--- config.mk ---
export PLATFORM = sky130hd
export DESIGN_NAME = seq_ctrl_flat
export DESIGN_NICKNAME = d
export VERILOG_FILES = /design/src/rtl/seq_ctrl_if.sv /design/src/rtl/seq_ctrl.sv /design/src/flat_wrapper.sv
export SDC_FILE = /design/constraint.sdc
export NUM_CORES = 1
export LEC_CHECK = 0
export ABC_AREA = 1
export ABC_CLOCK_PERIOD_IN_PS = 3600
export CAP_MARGIN = 5
export CORE_MARGIN = 2
export CORE_UTILIZATION = 45
export DETAILED_ROUTE_END_ITERATION = 8
export PLACE_DENSITY_LB_ADDON = 0.1
export REMOVE_ABC_BUFFERS = 1
export SYNTH_ARGS = -nofsm -noshare
export SYNTH_HDL_FRONTEND = slang
export SYNTH_SLANG_ARGS = --single-unit
--- constraint.sdc ---
create_clock -name clock -period 3.6 [get_ports clock]
set_input_delay 0.36 -clock clock [delete_from_list [all_inputs] [get_ports clock]]
set_output_delay 0.36 -clock clock [all_outputs]
set_load 0.005 [all_outputs]
--- src/rtl/seq_ctrl_if.sv ---
// seq_ctrl_if: front-panel buttons, run length and datapath control bundle.
//   master : drives buttons and run_len, observes controller outputs (bench / panel side)
//   slave  : seq_ctrl side; receives buttons and run_len, drives the datapath controls
//   btn_start/btn_stop/btn_step/btn_dir : raw active-high buttons
//   run_len    : ticks per bounded run, 0 = unlimited
//   tick_en    : one-cycle datapath register enable
//   up         : count direction
//   ini        : datapath held at its initial state
//   busy       : high while running
//   mode       : 00 IDLE, 01 RUN, 10 PAUSE, 11 STEP
//   steps_left : remaining ticks in a bounded run
interface seq_ctrl_if;
   logic       btn_start;
   logic       btn_stop;
   logic       btn_step;
   logic       btn_dir;
   logic [3:0] run_len;
   logic       tick_en;
   logic       up;
   logic       ini;
   logic       busy;
   logic [1:0] mode;
   logic [3:0] steps_left;

   modport master (
      output btn_start, btn_stop, btn_step, btn_dir, run_len,
      input  tick_en, up, ini, busy, mode, steps_left
   );

   modport slave (
      input  btn_start, btn_stop, btn_step, btn_dir, run_len,
      output tick_en, up, ini, busy, mode, steps_left
   );
endinterface

--- src/rtl/seq_ctrl.sv ---
// seq_ctrl: run controller for the 3-bit state register / 7-segment datapath.
// Debounces the four front-panel buttons and runs the IDLE/RUN/PAUSE/STEP mode
// FSM that sources the datapath enable, direction and initial-load controls.
//   clock : system clock, rising edge
//   reset : asynchronous, active-high
//   bus   : seq_ctrl_if.slave (buttons, run_len in; tick_en, up, ini, busy,
//           mode, steps_left out; all outputs come straight from flops)
module seq_ctrl #(
   parameter int unsigned DIV   = 16666666,
   parameter int unsigned DIV_W = 25,
   parameter int unsigned DEB   = 500000,
   parameter int unsigned DEB_W = 20
) (
   input  logic       clock,
   input  logic       reset,
   seq_ctrl_if.slave  bus
);

   typedef enum logic [1:0] {
      IDLE  = 2'b00,
      RUN   = 2'b01,
      PAUSE = 2'b10,
      STEP  = 2'b11
   } state_t;

   localparam int unsigned NBTN    = 4;
   localparam int unsigned B_START = 0;
   localparam int unsigned B_STOP  = 1;
   localparam int unsigned B_STEP  = 2;
   localparam int unsigned B_DIR   = 3;

   logic [NBTN-1:0]  raw;
   logic [NBTN-1:0]  level;
   logic [NBTN-1:0]  ev;
   logic [DEB_W-1:0] deb_cnt [NBTN];

   state_t           state, state_n;
   logic [DIV_W-1:0] div, div_n;
   logic [3:0]       steps, steps_n;
   logic [3:0]       rl_lat, rl_n;
   logic             tick_n;
   logic             tick_q, up_q, ini_q, busy_q;
   logic             div_last;
   logic             run_done;

   assign raw = {bus.btn_dir, bus.btn_step, bus.btn_stop, bus.btn_start};

   // Debounce: level follows raw after DEB consecutive differing cycles; a rising
   // level change emits a registered one-cycle event.
   always_ff @(posedge clock or posedge reset) begin
      if (reset) begin
         level <= '0;
         ev    <= '0;
         for (int i = 0; i < NBTN; i++) deb_cnt[i] <= '0;
      end else begin
         for (int i = 0; i < NBTN; i++) begin
            ev[i] <= 1'b0;
            if (raw[i] == level[i]) begin
               deb_cnt[i] <= '0;
            end else if (deb_cnt[i] == DEB_W'(DEB - 1)) begin
               level[i]   <= raw[i];
               deb_cnt[i] <= '0;
               ev[i]      <= raw[i];
            end else begin
               deb_cnt[i] <= deb_cnt[i] + 1'b1;
            end
         end
      end
   end

   assign div_last = (div == DIV_W'(DIV - 1));
   // Last tick of a bounded run is on tick_en now; leave RUN one cycle after it.
   assign run_done = tick_q && (rl_lat != 4'd0) && (steps == 4'd0);

   // Next-state, divider, step counter and tick request.
   always_comb begin
      state_n = state;
      div_n   = div;
      steps_n = steps;
      rl_n    = rl_lat;
      tick_n  = 1'b0;
      case (state)
         IDLE: begin
            div_n = '0;
            if (ev[B_START]) begin
               state_n = RUN;
               steps_n = bus.run_len;
               rl_n    = bus.run_len;
            end else if (ev[B_STEP]) begin
               state_n = STEP;
               tick_n  = 1'b1;
            end
         end
         RUN: begin
            // A stop on the terminal count freezes the divider and drops the tick.
            if (ev[B_STOP] || run_done) begin
               state_n = PAUSE;
            end else begin
               div_n = div_last ? '0 : div + 1'b1;
               if (div_last) begin
                  tick_n = 1'b1;
                  if ((rl_lat != 4'd0) && (steps != 4'd0)) steps_n = steps - 1'b1;
               end
            end
         end
         PAUSE: begin
            if (ev[B_STOP]) begin
               state_n = IDLE;
               steps_n = 4'd0;
               div_n   = '0;
            end else if (ev[B_START]) begin
               state_n = RUN;
               if (steps == 4'd0) begin
                  steps_n = bus.run_len;
                  rl_n    = bus.run_len;
               end
            end else if (ev[B_STEP]) begin
               state_n = STEP;
               tick_n  = 1'b1;
            end
         end
         STEP: begin
            state_n = PAUSE;
         end
         default: begin
            state_n = IDLE;
         end
      endcase
   end

   // State and registered outputs.
   always_ff @(posedge clock or posedge reset) begin
      if (reset) begin
         state  <= IDLE;
         div    <= '0;
         steps  <= 4'd0;
         rl_lat <= 4'd0;
         tick_q <= 1'b0;
         up_q   <= 1'b1;
         ini_q  <= 1'b1;
         busy_q <= 1'b0;
      end else begin
         state  <= state_n;
         div    <= div_n;
         steps  <= steps_n;
         rl_lat <= rl_n;
         tick_q <= tick_n;
         ini_q  <= (state_n == IDLE);
         busy_q <= (state_n == RUN);
         if (ev[B_DIR]) up_q <= ~up_q;
      end
   end

   assign bus.tick_en    = tick_q;
   assign bus.up         = up_q;
   assign bus.ini        = ini_q;
   assign bus.busy       = busy_q;
   assign bus.mode       = state;
   assign bus.steps_left = steps;

endmodule

--- src/flat_wrapper.sv ---
// flat-port wrapper written by rule: the top's interface ports become plain ports
module seq_ctrl_flat 
#(
   parameter int unsigned DIV   = 16666666,
   parameter int unsigned DIV_W = 25,
   parameter int unsigned DEB   = 500000,
   parameter int unsigned DEB_W = 20
)
  (clock, reset, bus_btn_start, bus_btn_stop, bus_btn_step, bus_btn_dir, bus_run_len, bus_tick_en, bus_up, bus_ini, bus_busy, bus_mode, bus_steps_left);
  seq_ctrl_if bus_i ();
  input  logic clock;
  input  logic reset;
  input wire logic [$bits(bus_i.btn_start)-1:0] bus_btn_start;
  input wire logic [$bits(bus_i.btn_stop)-1:0] bus_btn_stop;
  input wire logic [$bits(bus_i.btn_step)-1:0] bus_btn_step;
  input wire logic [$bits(bus_i.btn_dir)-1:0] bus_btn_dir;
  input wire logic [$bits(bus_i.run_len)-1:0] bus_run_len;
  output wire logic [$bits(bus_i.tick_en)-1:0] bus_tick_en;
  output wire logic [$bits(bus_i.up)-1:0] bus_up;
  output wire logic [$bits(bus_i.ini)-1:0] bus_ini;
  output wire logic [$bits(bus_i.busy)-1:0] bus_busy;
  output wire logic [$bits(bus_i.mode)-1:0] bus_mode;
  output wire logic [$bits(bus_i.steps_left)-1:0] bus_steps_left;
  assign bus_i.btn_start = bus_btn_start;
  assign bus_i.btn_stop = bus_btn_stop;
  assign bus_i.btn_step = bus_btn_step;
  assign bus_i.btn_dir = bus_btn_dir;
  assign bus_i.run_len = bus_run_len;
  assign bus_tick_en = bus_i.tick_en;
  assign bus_up = bus_i.up;
  assign bus_ini = bus_i.ini;
  assign bus_busy = bus_i.busy;
  assign bus_mode = bus_i.mode;
  assign bus_steps_left = bus_i.steps_left;
  seq_ctrl #(.DIV(DIV), .DIV_W(DIV_W), .DEB(DEB), .DEB_W(DEB_W)) u_core (.clock(clock), .reset(reset), .bus(bus_i));
endmodule
==> results.sh, run 1 <==
export IMPL_worstRegToRegCells=7
export IMPL_synth_seq_cells=127
export IMPL_ctsHoldBuffers=0
export IMPL_synth_seq_area_share=0.442
export IMPL_grt_max_degree=76
export IMPL_fp_dieW_um=130
export IMPL_powerDensity_nw_per_um2=395
export IMPL_p_switching_w=0.000694
export IMPL_clock_root_buffer="clkbuf_16"
export IMPL_netSwitchingFraction=0.213
export IMPL_drv_slew=0
export IMPL_setup_violations=0
export IMPL_synth_xor_area_share=0.0548
export IMPL_ys_types=37
export IMPL_synthesis_area_um2=7190
export IMPL_start_util=0.456
export IMPL_critical_path_class="reg2reg"
export IMPL_num_vias=5854
export IMPL_crit_path_end_kind="register"
export IMPL_ctsHtreeMaxLevel=4
export IMPL_fin_cells=1214
export IMPL_fmax_ghz=0.456
export IMPL_period_minus_slack_ps=2190
export IMPL_coreArea_um2=15800
export IMPL_comb_power_share=0.026
export IMPL_grt_pass1_wl_um=26000
export IMPL_synth_top_family_by_area="simple AND/OR/NAND/NOR gates"
export IMPL_post_drt_wl_per_cell_um=12.2
export IMPL_drtIter0Drc=369
export IMPL_reg2reg_to="u_core.div[12]$_DFFE_PP0P_"
export IMPL_yosys_area_share_simple=0.364
export IMPL_synth_warnings=0
export IMPL_drv_cap=0
export IMPL_fin_total_pwr_w=0.00325
export IMPL_rsz0062_at_grt="false"
export IMPL_worst_clock_skew_ps=6.94
export IMPL_synth_cells=951
export IMPL_cts_tree="built"
export IMPL_relSlewSlack=0.538
export IMPL_diodes=0
export IMPL_hp_class="reg2reg"
export IMPL_cp_max_fo=32
export IMPL_nNetsFinal=1009
export IMPL_drt_first_pass_iters=4
export IMPL_finalWirelength_um=14800
export IMPL_hold_end="u_core.bus.up$_DFFE_PP1P_"
export IMPL_hold_start="u_core.ev[3]$_DFF_PP0_"
export IMPL_numCtsBuffers=17
export IMPL_crit_reg2reg_launch="u_core.bus.mode[1]$_DFF_PP0_"
export IMPL_synth_area_per_cell_um2=7.56
export IMPL_ff2ff_setup_slack_ps=1410
export IMPL_final_cell_mix="250 x nand2_1, 168 x nor2_1, 125 x dfrtp_1"
export IMPL_p_int_w=0.00256
export IMPL_clock_power_share=0.529
export IMPL_crit_path_start_kind="register"
export IMPL_crit_arrival_ps=2550
export IMPL_areaGrowthSynthToFinish_pct=14.5
export IMPL_clock_path_buffers=2
export IMPL_cts_resized=0
export IMPL_antenna_found_initial=0
export IMPL_io_pins=20
export IMPL_clkLatencyLatePin_ps=420
export IMPL_fin_crit_sh=0.609
export IMPL_fin_util=0.522
export IMPL_clk_pin_slew_ps=60
export IMPL_die_y_um=130
export IMPL_hold_worst_slack_ps=424
export IMPL_tightest_slew_ps=693
export IMPL_dp_cells=1183
export IMPL_dp_hpwl_um=10400
export IMPL_cts_sinks=127
export IMPL_synthMuxAreaShare=0
export IMPL_outcome="finished clean"
export IMPL_fin_setup_tns_ps=0
export IMPL_gp_congestion=0.918
export IMPL_synthAdderAreaFrac=0.0226
export IMPL_max_vdd_ir_drop_mv=0.346
export IMPL_p_leak_nw=3.67
export IMPL_io_buffer_count=19
export IMPL_synth_compound_area_frac=0.0461
export IMPL_grt_usage=0.192
export IMPL_vias_per_cell=4.82
export IMPL_hold_violations=0
export IMPL_die_area_um2=17000
export IMPL_hold_depth=1
export IMPL_mostFrequentLayoutCell="nand2_1"
export IMPL_cp_data_required_time_ps=3960
export IMPL_grt_pass1_vias=5602
export IMPL_final_fill_count=1550
export IMPL_cts_setup_buffers=0
export IMPL_detail_route_antenna_nets=0
export IMPL_overflow=0
export IMPL_drive_above_1_share=0.0792
export IMPL_route_detailed_drc=0
export IMPL_power_share_sequential=0.445
export IMPL_row_count=46
synthesized netlist by cell type, drive strengths merged:
master	n	area [µm²]
nand4	24	156
nor2	185	801
nor4	1	6.26
clkbuf	1	3.75
o21bai	4	30.0
o21ai	26	130
nor3	34	208
xnor2	6	52.6
inv	126	473
a31oi	3	18.8
nand3b	4	30.0
nand2	259	1000
nand3	55	320
dfstp	2	52.6
o22ai	5	31.3
buf	5	27.5
a211oi	3	22.5
a21oi	18	90.1
nor3b	12	95.1
xor2	39	342
dfrtp	125	3130
o221ai	1	8.76
ha	13	163
worst max-delay path, cell delays in order, from the launching register on:
cell and delay, ps:
dfrtp_1 430, inv_1 100, ha_1 360, nand2_2 190, nand3_4 320, nor2_4 530
nand2_1 110, nand2_1 80
layer usage:
layer  vias to the layer above  GRT usage  part of all wire
met2                        54      0.316              0.47
met5                         -          0                 0
met1                      2719      0.256              0.49
met4                         0     0.0557             0.013
li1                       3068          -                 -
met3                        13     0.0452             0.028
per-stage QoR:
step                setup slack, ps  cell area, µm²
floorplan                      -141            7160
global placement               1430            7650
detailed placement             1360            7650
CTS                            1360            8230
global route                   1130            8230
finish                         1410            8230
power by group through the flow:
| stage | clock [W] | sequential (W) | combinational (W) |
|---|---|---|---|
| 3_5_place_dp | 0 | 0.00147 | 0.0000888 |
| 5_1_grt | 0.00182 | 0.00145 | 0.000102 |
| 4_1_cts | 0.00177 | 0.00145 | 0.0000890 |
| 3_3_place_gp | 0 | 0.00147 | 0.0000880 |
| 6_report | 0.00172 | 0.00145 | 0.0000845 |
| 2_1_floorplan | 0 | 0.00147 | 0.0000537 |
worst max path at each step:
stage,start,cells past startpoint,to,slack [ps]
after floorplan,reset,1,u_core.bus.busy$_DFF_PP0_,-140
after global placement,u_core.bus.mode[1]$_DFF_PP0_,7,u_core.div[1]$_DFFE_PP0P_,1430
after detailed placement,u_core.bus.mode[1]$_DFF_PP0_,7,u_core.div[12]$_DFFE_PP0P_,1360
after CTS,u_core.bus.mode[1]$_DFF_PP0_,7,u_core.div[3]$_DFFE_PP0P_,1360
after global routing,u_core.bus.mode[1]$_DFF_PP0_,7,u_core.div[22]$_DFFE_PP0P_,1130
final,u_core.bus.mode[1]$_DFF_PP0_,7,u_core.div[12]$_DFFE_PP0P_,1410
layout make-up:
cell class / instances / area [µm²] / area share
Sequential cell: 127 / 3180 / 0.386
Clock buffer: 19 / 443 / 0.0538
Timing Repair Buffer: 22 / 213 / 0.0258
Inverter: 126 / 478 / 0.0581
Clock inverter: 12 / 144 / 0.0175
Tap cell: 216 / 270 / 0.0328
Multi-Input combinational cell: 692 / 3500 / 0.426
sequential cells by signal (all words and copies together), names as in the netlist:
name,count
u_core.bus.mode,2
u_core.bus.tick_en,1
u_core.bus.steps_left,4
u_core.level,4
u_core.rl_lat,4
u_core.deb_cnt,80
u_core.div,25
u_core.ev,4
u_core.bus.up,1
u_core.bus.busy,1
u_core.bus.ini,1
logic make-up after synthesis:
logic type | Yosys count
simple gates | 574
buf+inv | 132
flops | 127
compound gates | 60
xor+xnor | 45
fa+ha+maj | 13
Note: power is estimated with default switching activity, not from simulation.
==> inputs of run 2 (changes only) <==
Settings changed: ABC_CLOCK_PERIOD_IN_PS 3600 to 1900.
Clock period 3.6 ns to 1.9 ns, I/O delays scaled along.
==> run 2 against run 1 <==
Compared with the run above: sequential share of layout area down 0.92 points; routed wire length down 1.9%; global-route usage down 0.58 points.
==> results.sh, run 2 (same netlist as run 1, synthesis figures left out) <==
export IMPL_fin_setup_tns_ps=0
export IMPL_hp_class="in2async"
export IMPL_dpl_cell_area_um2=7770
export IMPL_ctsHtreeMaxLevel=4
export IMPL_io_pins=20
export IMPL_cp_data_required_time_ps=2200
export IMPL_crit_path_start_kind="register"
export IMPL_die_y_um=130
export IMPL_mostFrequentLayoutCell="nand2_1"
export IMPL_clock_root_buffer="clkbuf_16"
export IMPL_fin_total_pwr_w=0.00646
export IMPL_fp_dieW_um=130
export IMPL_critical_path_class="reg2reg"
export IMPL_final_cell_mix="249 x nand2_1, 168 x nor2_1, 125 x dfrtp_1"
export IMPL_crit_path_end_kind="register"
export IMPL_grt_usage=0.186
export IMPL_drive_above_1_share=0.0930
export IMPL_p_leak_nw=3.78
export IMPL_nNetsFinal=1022
export IMPL_start_util=0.456
export IMPL_clock_path_buffers=2
export IMPL_hold_worst_slack_ps=90.6
export IMPL_numCtsBuffers=17
export IMPL_cp_max_fo=5
export IMPL_diodes=0
export IMPL_rsz0062_at_grt="false"
export IMPL_clk_pin_slew_ps=60
export IMPL_crit_arrival_ps=1970
export IMPL_hold_violations=0
export IMPL_antenna_found_initial=0
export IMPL_reg_largest_list="u_core.deb_cnt (80), u_core.div (25)"
export IMPL_fmax_ghz=0.599
export IMPL_final_area_um2=8430
export IMPL_cts_tree="built"
export IMPL_setup_violations=0
export IMPL_overflow=0
export IMPL_drv_cap=0
export IMPL_max_vdd_ir_drop_mv=0.660
export IMPL_largest_reg_flops=80
export IMPL_grt_max_degree=36
export IMPL_worstRegToRegCells=11
export IMPL_relSlewSlack=0.738
export IMPL_ff2ff_setup_slack_ps=230
export IMPL_io_buffer_count=19
export IMPL_die_area_um2=17000
export IMPL_num_vias=5879
export IMPL_period_minus_slack_ps=1670
export IMPL_fin_util=0.535
export IMPL_drv_slew=0
export IMPL_post_drt_wl_per_cell_um=11.8
export IMPL_outcome="finished clean"
export IMPL_areaGrowthSynthToFinish_pct=17.3
export IMPL_fin_crit_sh=0.879
export IMPL_clkLatencyLatePin_ps=420
export IMPL_powerDensity_nw_per_um2=766
export IMPL_detail_route_antenna_nets=0
export IMPL_coreArea_um2=15800
export IMPL_grt_pass1_vias=5425
export IMPL_worst_clock_skew_ps=6.73
export IMPL_drtIter0Drc=311
export IMPL_gp_congestion=0.849
export IMPL_cts_sinks=127
export IMPL_largest_register="u_core.deb_cnt"
export IMPL_dp_hpwl_um=10500
export IMPL_final_fill_count=1554
export IMPL_vias_per_cell=4.79
export IMPL_drt_first_pass_iters=5
export IMPL_grt_pass1_wl_um=25100
export IMPL_row_count=46
export IMPL_tightest_slew_ps=392
export IMPL_finalWirelength_um=14500
export IMPL_route_detailed_drc=0
## run 2: path summary, 6_finish.rpt
kind / start / end
hold reg to reg: u_core.ev[3]$_DFF_PP0_ / u_core.bus.up$_DFFE_PP1P_
setup reg to reg: u_core.bus.mode[0]$_DFF_PP0_ / u_core.bus.steps_left[1]$_DFFE_PP0P_
max in group asynchronous: reset / u_core.deb_cnt[2]$_DFF_PP0_
min in group clock: bus_run_len[1] / u_core.rl_lat[1]$_DFFE_PP0P_
hold / removal: reset / u_core.deb_cnt[43]$_DFF_PP0_
setup / recovery: u_core.bus.mode[0]$_DFF_PP0_ / u_core.bus.steps_left[1]$_DFFE_PP0P_
## run 2: final cells by class
type,instances,area (µm²),share of cell area
multi-input cells,692,3510,0.416
flip-flops and latches,127,3180,0.377
inverters,126,478,0.0567
clock buffers,19,443,0.0525
repair buffers,35,360,0.0427
well taps,216,270,0.0320
clock inverters,12,191,0.0227
## run 2: stage by stage
stage                     setup slack [ps]  std cells
after floorplan                      -1670        945
after global placement                 153       1194
after detailed placement              96.4       1194
after CTS                             83.7       1225
after global routing                 0.984       1227
final                                  229       1227
## run 2: worst max-delay path, stage by stage (launching register included)
cell,delay (ps)
dfrtp_1,420
inv_1,120
ha_1,230
inv_1,50
nor2_1,40
buf_4,140
nand2_1,90
inv_1,40
nor2_1,90
nand2_1,120
o21bai_1,150
nand2_1,70
## run 2: power by group
group / switching [W] / internal [W]
sequential: 0.0000155 / 0.00273
combinational: 0.000117 / 0.0000597
clock: 0.00120 / 0.00234
## run 2: per-layer routing
layer | up-vias | wire length (µm) | track usage
met5 | - | 0 | 0
met4 | 0 | 182 | 0.0494
met3 | 14 | 480 | 0.0476
met2 | 70 | 6780 | 0.302
met1 | 2704 | 7040 | 0.252
li1 | 3091 | - | -
## run 2: what timing repair did
action	4_1_cts	5_1_grt
setup endpoints to repair	0	25
setup buffers	0	2
hold buffers	0	0
gates resized for setup	0	2
